### config.mk
export PLATFORM = sky130hd
export DESIGN_NAME = mem_arbiter
export DESIGN_NICKNAME = d
export VERILOG_FILES = /design/src/rtl/cache_types.sv /design/src/rtl/mem_arbiter.sv
export SDC_FILE = /design/constraint.sdc
export NUM_CORES = 1
export LEC_CHECK = 0
export ABC_AREA = 1
export CAP_MARGIN = 5
export CORE_AREA = 8 8 538 540
export CTS_CLUSTER_DIAMETER = 60
export DETAILED_ROUTE_END_ITERATION = 8
export DIE_AREA = 0 0 546 548
export SKIP_CTS_REPAIR_TIMING = 1
export SYNTH_ARGS = -nofsm -noshare
export SYNTH_HDL_FRONTEND = slang
export SYNTH_SLANG_ARGS = --single-unit
### constraint.sdc
create_clock -name clk -period 1.5 [get_ports clk]
set_input_delay 0.3 -clock clk [delete_from_list [all_inputs] [get_ports clk]]
set_output_delay 0.3 -clock clk [all_outputs]
set_load 0.005 [all_outputs]
### src/rtl/cache_types.sv
// Shared cache-subsystem types: line/address widths and the memory arbiter state encoding.
package cache_types;

    localparam int unsigned LINE_W = 256;
    localparam int unsigned ADDR_W = 32;

    typedef logic [LINE_W-1:0] line_t;

    typedef enum logic [2:0] {
        IDLE,
        GRANT_I,
        GRANT_D_RD,
        GRANT_D_WR,
        DONE
    } arb_state_t;

endpackage

### src/rtl/mem_arbiter.sv
// Purpose: shares one line-memory port between I-cache and D-cache, D first, I-cache starvation bounded.
// Latency: request sampled in IDLE at N, pmem request from N+1 until pmem_resp, resp passed through same cycle, one DONE bubble.
// Backpressure: one line in flight; requests are held by the caches until their resp pulse, losers simply wait.
module mem_arbiter
    import cache_types::*;
#(
    parameter int unsigned STARVE_MAX = 4
) (
    input  logic              clk,
    input  logic              rst,

    input  logic              i_mem_read,
    input  logic [ADDR_W-1:0] i_mem_address,
    output line_t             i_mem_rdata,
    output logic              i_mem_resp,

    input  logic              d_mem_read,
    input  logic              d_mem_write,
    input  logic [ADDR_W-1:0] d_mem_address,
    input  line_t             d_mem_wdata,
    output line_t             d_mem_rdata,
    output logic              d_mem_resp,

    output logic              pmem_read,
    output logic              pmem_write,
    output logic [ADDR_W-1:0] pmem_address,
    output line_t             pmem_wdata,
    input  line_t             pmem_rdata,
    input  logic              pmem_resp
);

    localparam int unsigned      CNT_W   = $clog2(STARVE_MAX + 1);
    localparam logic [CNT_W-1:0] CNT_MAX = CNT_W'(STARVE_MAX);

    arb_state_t        state_q, state_d;
    logic [CNT_W-1:0]  starve_q, starve_d;
    logic [ADDR_W-1:0] addr_q, addr_d;
    line_t             wdata_q, wdata_d;

    always_comb begin
        state_d  = state_q;
        starve_d = starve_q;
        addr_d   = addr_q;
        wdata_d  = wdata_q;
        case (state_q)
            IDLE: begin
                // A saturated counter hands the next slot to a waiting I-cache regardless of D traffic.
                if (i_mem_read && (starve_q == CNT_MAX)) begin
                    state_d = GRANT_I;
                    addr_d  = i_mem_address;
                end else if (d_mem_write) begin
                    state_d = GRANT_D_WR;
                    addr_d  = d_mem_address;
                    wdata_d = d_mem_wdata;
                end else if (d_mem_read) begin
                    state_d = GRANT_D_RD;
                    addr_d  = d_mem_address;
                end else if (i_mem_read) begin
                    state_d = GRANT_I;
                    addr_d  = i_mem_address;
                end

                if (state_d == GRANT_I) begin
                    starve_d = '0;
                end else if (state_d != IDLE) begin
                    if (!i_mem_read) begin
                        starve_d = '0;
                    end else if (starve_q != CNT_MAX) begin
                        starve_d = starve_q + 1'b1;
                    end
                end
            end
            GRANT_I, GRANT_D_RD, GRANT_D_WR: begin
                if (pmem_resp) begin
                    state_d = DONE;
                end
            end
            DONE: begin
                state_d = IDLE;
            end
            default: begin
                state_d = IDLE;
            end
        endcase
    end

    always_ff @(posedge clk) begin
        if (!rst) begin
            state_q  <= IDLE;
            starve_q <= '0;
            addr_q   <= '0;
            wdata_q  <= '0;
        end else begin
            state_q  <= state_d;
            starve_q <= starve_d;
            addr_q   <= addr_d;
            wdata_q  <= wdata_d;
        end
    end

    assign pmem_read    = (state_q == GRANT_I) || (state_q == GRANT_D_RD);
    assign pmem_write   = (state_q == GRANT_D_WR);
    assign pmem_address = addr_q;
    assign pmem_wdata   = wdata_q;

    assign i_mem_resp   = (state_q == GRANT_I) && pmem_resp;
    assign d_mem_resp   = ((state_q == GRANT_D_RD) || (state_q == GRANT_D_WR)) && pmem_resp;
    assign i_mem_rdata  = i_mem_resp ? pmem_rdata : '0;
    assign d_mem_rdata  = d_mem_resp ? pmem_rdata : '0;

    // Simulation-only notices for protocol abuse by neighbours; no effect on behaviour.
    always @(posedge clk) begin
        if (rst && (state_q == IDLE) && d_mem_read && d_mem_write) begin
            $warning("mem_arbiter: d_mem_read and d_mem_write both high, write takes priority");
        end
        if (rst && pmem_resp && ((state_q == IDLE) || (state_q == DONE))) begin
            $warning("mem_arbiter: pmem_resp outside a grant, ignored");
        end
    end

endmodule

# [Word level (Yosys, flattened, before mapping)]
# Index checks and enable logic that the tools add are counted.
[op_classes] addsub=1 n_mul=0 n_div=0 n_lt_le_gt_ge=0 n_eq_ne=8 n_shift=0 n_mux=17 bitwise=1 reduce_logical=13
[op_table] operator="$mux 256" count=2
[op_table] operator="$mux 32" count=4
[op_table] operator="$mux 3" count=10
[op_table] operator="$eq 3x1->1 const B" count=2
[op_table] operator="$eq 3x2->1 const B" count=2
[op_table] operator="$pmux 3 s2" count=1
[op_table] operator="$reduce_and 3->1" count=2
[op_table] operator="$reduce_bool 4->1" count=1
[op_table] operator="$add 3x1->3 const B" count=1
[op_table] operator="$eq 3x3->1 const B" count=1
[op_table] operator="$logic_and 1x1->1" count=3
[op_table] operator="$logic_not 3->1" count=1
[op_table] operator="$ne 3x1->1 const B" count=1
[op_table] operator="$ne 3x3->1 const B" count=1
[op_table] operator="$reduce_bool 3->1" count=1
[op_table] operator="$reduce_or 3->1" count=1
[op_table] operator="$logic_or 1x1->1" count=2
[op_table] operator="$ne 2x2->1 const B" count=1
[op_table] operator="$reduce_and 2->1" count=1
[op_table] operator="$reduce_bool 2->1" count=1
[op_table] operator="$not 1->1" count=1
[word_totals] register_bits=294 latch_bits=0 mem_bits_rw=0 rom_bits=0 input_bits=582 out_inout_bits=804 word_cells=44 memories=0

# [Logic depth before layout (Yosys ltp)]
[depth] word_depth=8 mapped_depth=9 ltp_nobuf=7

# [Worst setup path after synthesis]
# OpenSTA, ideal clock, no wires.
[synth_path] path_kind="flip-flop to output port" from="register state_q[0]" to="output port i_mem_rdata[100]" t_arrival_ns=1.299 required_time_ns=1.200 setup_slack_ns=-0.099 path_stages_with_launch=9 n_path_buf=2 cell_sequence="dfxtp_1 inv_1 nor2_1 inv_1 nor3_2 inv_1 clkbuf_1 buf_2 nor2_1"
[synth_between] elab_chain_cells=3
[synth_rtl] item="start: declaration" line="mem_arbiter.sv:35" text="arb_state_t state_q, state_d;"
[synth_rtl] item="start signal: assignment" line="mem_arbiter.sv:94" text="state_q <= state_d;"
[synth_rtl] item="$eq 3x1->1" line="mem_arbiter.sv:106" text="assign i_mem_resp = (state_q == GRANT_I) && pmem_resp;"
[synth_rtl] item="$logic_and 1x1->1" line="mem_arbiter.sv:106"
[synth_rtl] item="named net i_mem_resp" line="mem_arbiter.sv:15" text="output logic i_mem_resp,"
[synth_rtl] item="$mux 256" line="mem_arbiter.sv:108" text="assign i_mem_rdata = i_mem_resp ? pmem_rdata : '0;"
[synth_rtl] item="end: declaration" line="mem_arbiter.sv:14" text="output line_t i_mem_rdata,"
# The timed path passes the listed nets, and every way through them passes these cells.

# [Worst setup path in the final report]
[layout_path] from="register state_q[0]" to="output port i_mem_rdata[12]"
[layout_between] elab_chain_cells=3
[layout_rtl] item="$eq 3x1->1" line="mem_arbiter.sv:106"
[layout_rtl] item="$logic_and 1x1->1" line="mem_arbiter.sv:106"
[layout_rtl] item="$mux 256" line="mem_arbiter.sv:108"
# Every way passes these cells.

==> impl_metrics.json <==
{
  "status": "finished, violations left",
  "violations": "negative setup slack",
  "synth_seq_area_share_pct": 43.4,
  "synth_edf_count": 0,
  "maxSlewHeadroom_pct": 61.2,
  "timing.final.crit_share_pct": 191,
  "clock_sinks": 294,
  "fin_ws_ps": -1370,
  "place.gp.congestion": 0.955,
  "ys_warn_count": 0,
  "ios": 1386,
  "synth_seq_cells": 294,
  "cts_max_path_buffers": 3,
  "rsz0062_at_grt": "yes",
  "row_count": 195,
  "drv_cap": 0,
  "via_per_inst": 2.92,
  "irDropWorstVdd_v": 0.000915,
  "fin_setup_tns_ps": -746890,
  "initial_utilization_pct": 4.83,
  "final_cell_mix": "nor2_1 (922), clkdlybuf4s50_1 (797), buf_4 (460), buf_12 (397), dfxtp_1 (291)",
  "layout_commonest_cell": "nor2_1",
  "antenna_found_initial": 240,
  "syn_area_um2": 13600,
  "hpwl_mm": 246,
  "r2r_cells": 9,
  "crit_required_ps": 1200,
  "final_cells": 7767,
  "cp_max_fo": 9,
  "whs_ps": 115,
  "hp-class": "primary input to flop",
  "die-area_um2": 299000,
  "timing.final.hold_violations": 0,
  "ant_nets": 0,
  "clock_latency_ps": 700,
  "overflow": 0,
  "dp_cells": 7565,
  "layout-drive-gt1-share_pct": 31.5,
  "grt_max_degree": 78,
  "synthToLayoutAreaGrowth_pct": 205,
  "wl_per_cell_um": 34.5,
  "drt_iter0_drc": 1714,
  "cp-start-kind": "flop",
  "grt_pass1_wl_mm": 310,
  "routed-via-count": 22700,
  "finalClockSkew_ps": 24.7,
  "cts_tree": "yes",
  "crit_path_end_kind": "output pin",
  "nNetsFinal": 4512,
  "htreeDepth": 2,
  "syn_inst": 2172,
  "min_delay_path_depth": 4,
  "cp_data_arrival_time_ps": 2570,
  "path_class": "flop to output pin",
  "grt_pass1_vias": 21900,
  "period_minus_slack_ps": 2870,
  "power_density_nw_per_um2": 970,
  "place_ws_ps": -1300,
  "ys_async_sr_fraction_pct": 0,
  "synth_fp_nets": 2756,
  "nFillCells": 31900,
  "setup_viol": 1045,
  "cts_made_buffers": 56,
  "die_w_um": 546,
  "grt_util_all_layers_pct": 16.8,
  "ys.flop_type": "dfxtp_1",
  "tightestPinTransition_ps": 580,
  "drc": 0,
  "core_region_area_um2": 281000,
  "leakagePower_uw": 0.0179,
  "syn_area_per_cell_um2": 6.25,
  "max_freq_ghz": 0.348,
  "maxSlewViolCount": 0,
  "synth.distinct_cells": 20,
  "wirelength_mm": 268,
  "die_h_um": 548,
  "r2r_slack_ps": -590,
  "first_pass_iters": 5,
  "clk_pin_slew_ps": 60,
  "io_buffers": 1385,
  "cts_root_buffer": "clkbuf_16"
}
## final cells by class
class | instances | area [µm²] | area share (%)
Inverter | 273 | 1070 | 2.58
Sequential cell | 294 | 5890 | 14.2
Clock inverter | 41 | 505 | 1.22
Clock buffer | 64 | 1490 | 3.60
Timing Repair inverter | 4 | 58.8 | 0.142
Antenna cell | 49 | 123 | 0.296
Tap cell | 3743 | 4680 | 11.3
Multi-Input combinational cell | 1449 | 6510 | 15.7
Timing Repair Buffer | 1850 | 21000 | 50.9
## power breakdown
| group | total, µW | switching [µW] | internal [µW] |
|---|---|---|---|
| logic | 16500 | 8470 | 8040 |
| registers | 9870 | 922 | 8950 |
| clock network | 13800 | 5410 | 8340 |
## through the flow
step                instance area (µm²)  utilization, %  total power (µW)
floorplan                         13600               -             12900
global placement                  38500            13.7             26400
detailed placement                38500            13.7             26400
CTS                               40500            14.4             40600
global route                      41300            14.7             42300
finish                            41400            14.7             40100
## routing by layer
| layer | wire length, µm | global-route usage, % | vias to the layer above |
|---|---|---|---|
| met5 | 463 | 0 | - |
| met4 | 8560 | 3.99 | 70 |
| met3 | 47300 | 13.3 | 549 |
| met2 | 112000 | 25.6 | 1625 |
| met1 | 99200 | 18.1 | 10300 |
| li1 | - | - | 10200 |
## logic make-up after synthesis
logic type | count (synthesis) | share of synthesized area, %
flip-flops | 294 | 43.4
AND/OR/NAND/NOR | 1085 | 30.4
AO/OA/AOI/OAI | 361 | 13.3
buffers and inverters | 429 | 12.7
XOR/XNOR | 1 | 0.0645
adder cells (fa/ha/maj) | 2 | 0.184
## critical path, cell delays in order, from the launching register on
cell and delay [ps]:
dfxtp_2 330, inv_2 40, nor2_4 100, inv_2 70
nor3_4 150, buf_12 210, buf_12 140, inv_12 50
buf_12 140, buf_4 130, buf_6 110, nor2_4 210
buf_12 140
## worst paths after layout
kind,startpoint,end
setup / recovery,state_q[0],i_mem_rdata[12]
setup reg to reg,state_q[2],pmem_wdata[18]
hold reg to reg,pmem_wdata[208],pmem_wdata[208]
hold / removal,rst,pmem_wdata[32]
## cell usage after synthesis, types with 2 or more instances
master,count,area [µm²]
o21ai_0,259,1300
dfxtp_1,294,5890
a21oi_1,70,350
o21ai_1,32,160
nand3_1,10,50.1
nor2_1,1028,3860
clkbuf_1,71,267
buf_4,3,22.5
buf_2,82,410
ha_1,2,25.0
nand2_1,40,150
nor3_2,2,20.0
inv_1,272,1020
## flip-flops by register name, indices dropped and copies added, names as in the netlist
| register | count |
|---|---|
| state_q | 3 |
| pmem_address | 32 |
| starve_q | 3 |
| pmem_wdata | 256 |
(Power assumes the default switching activity.)
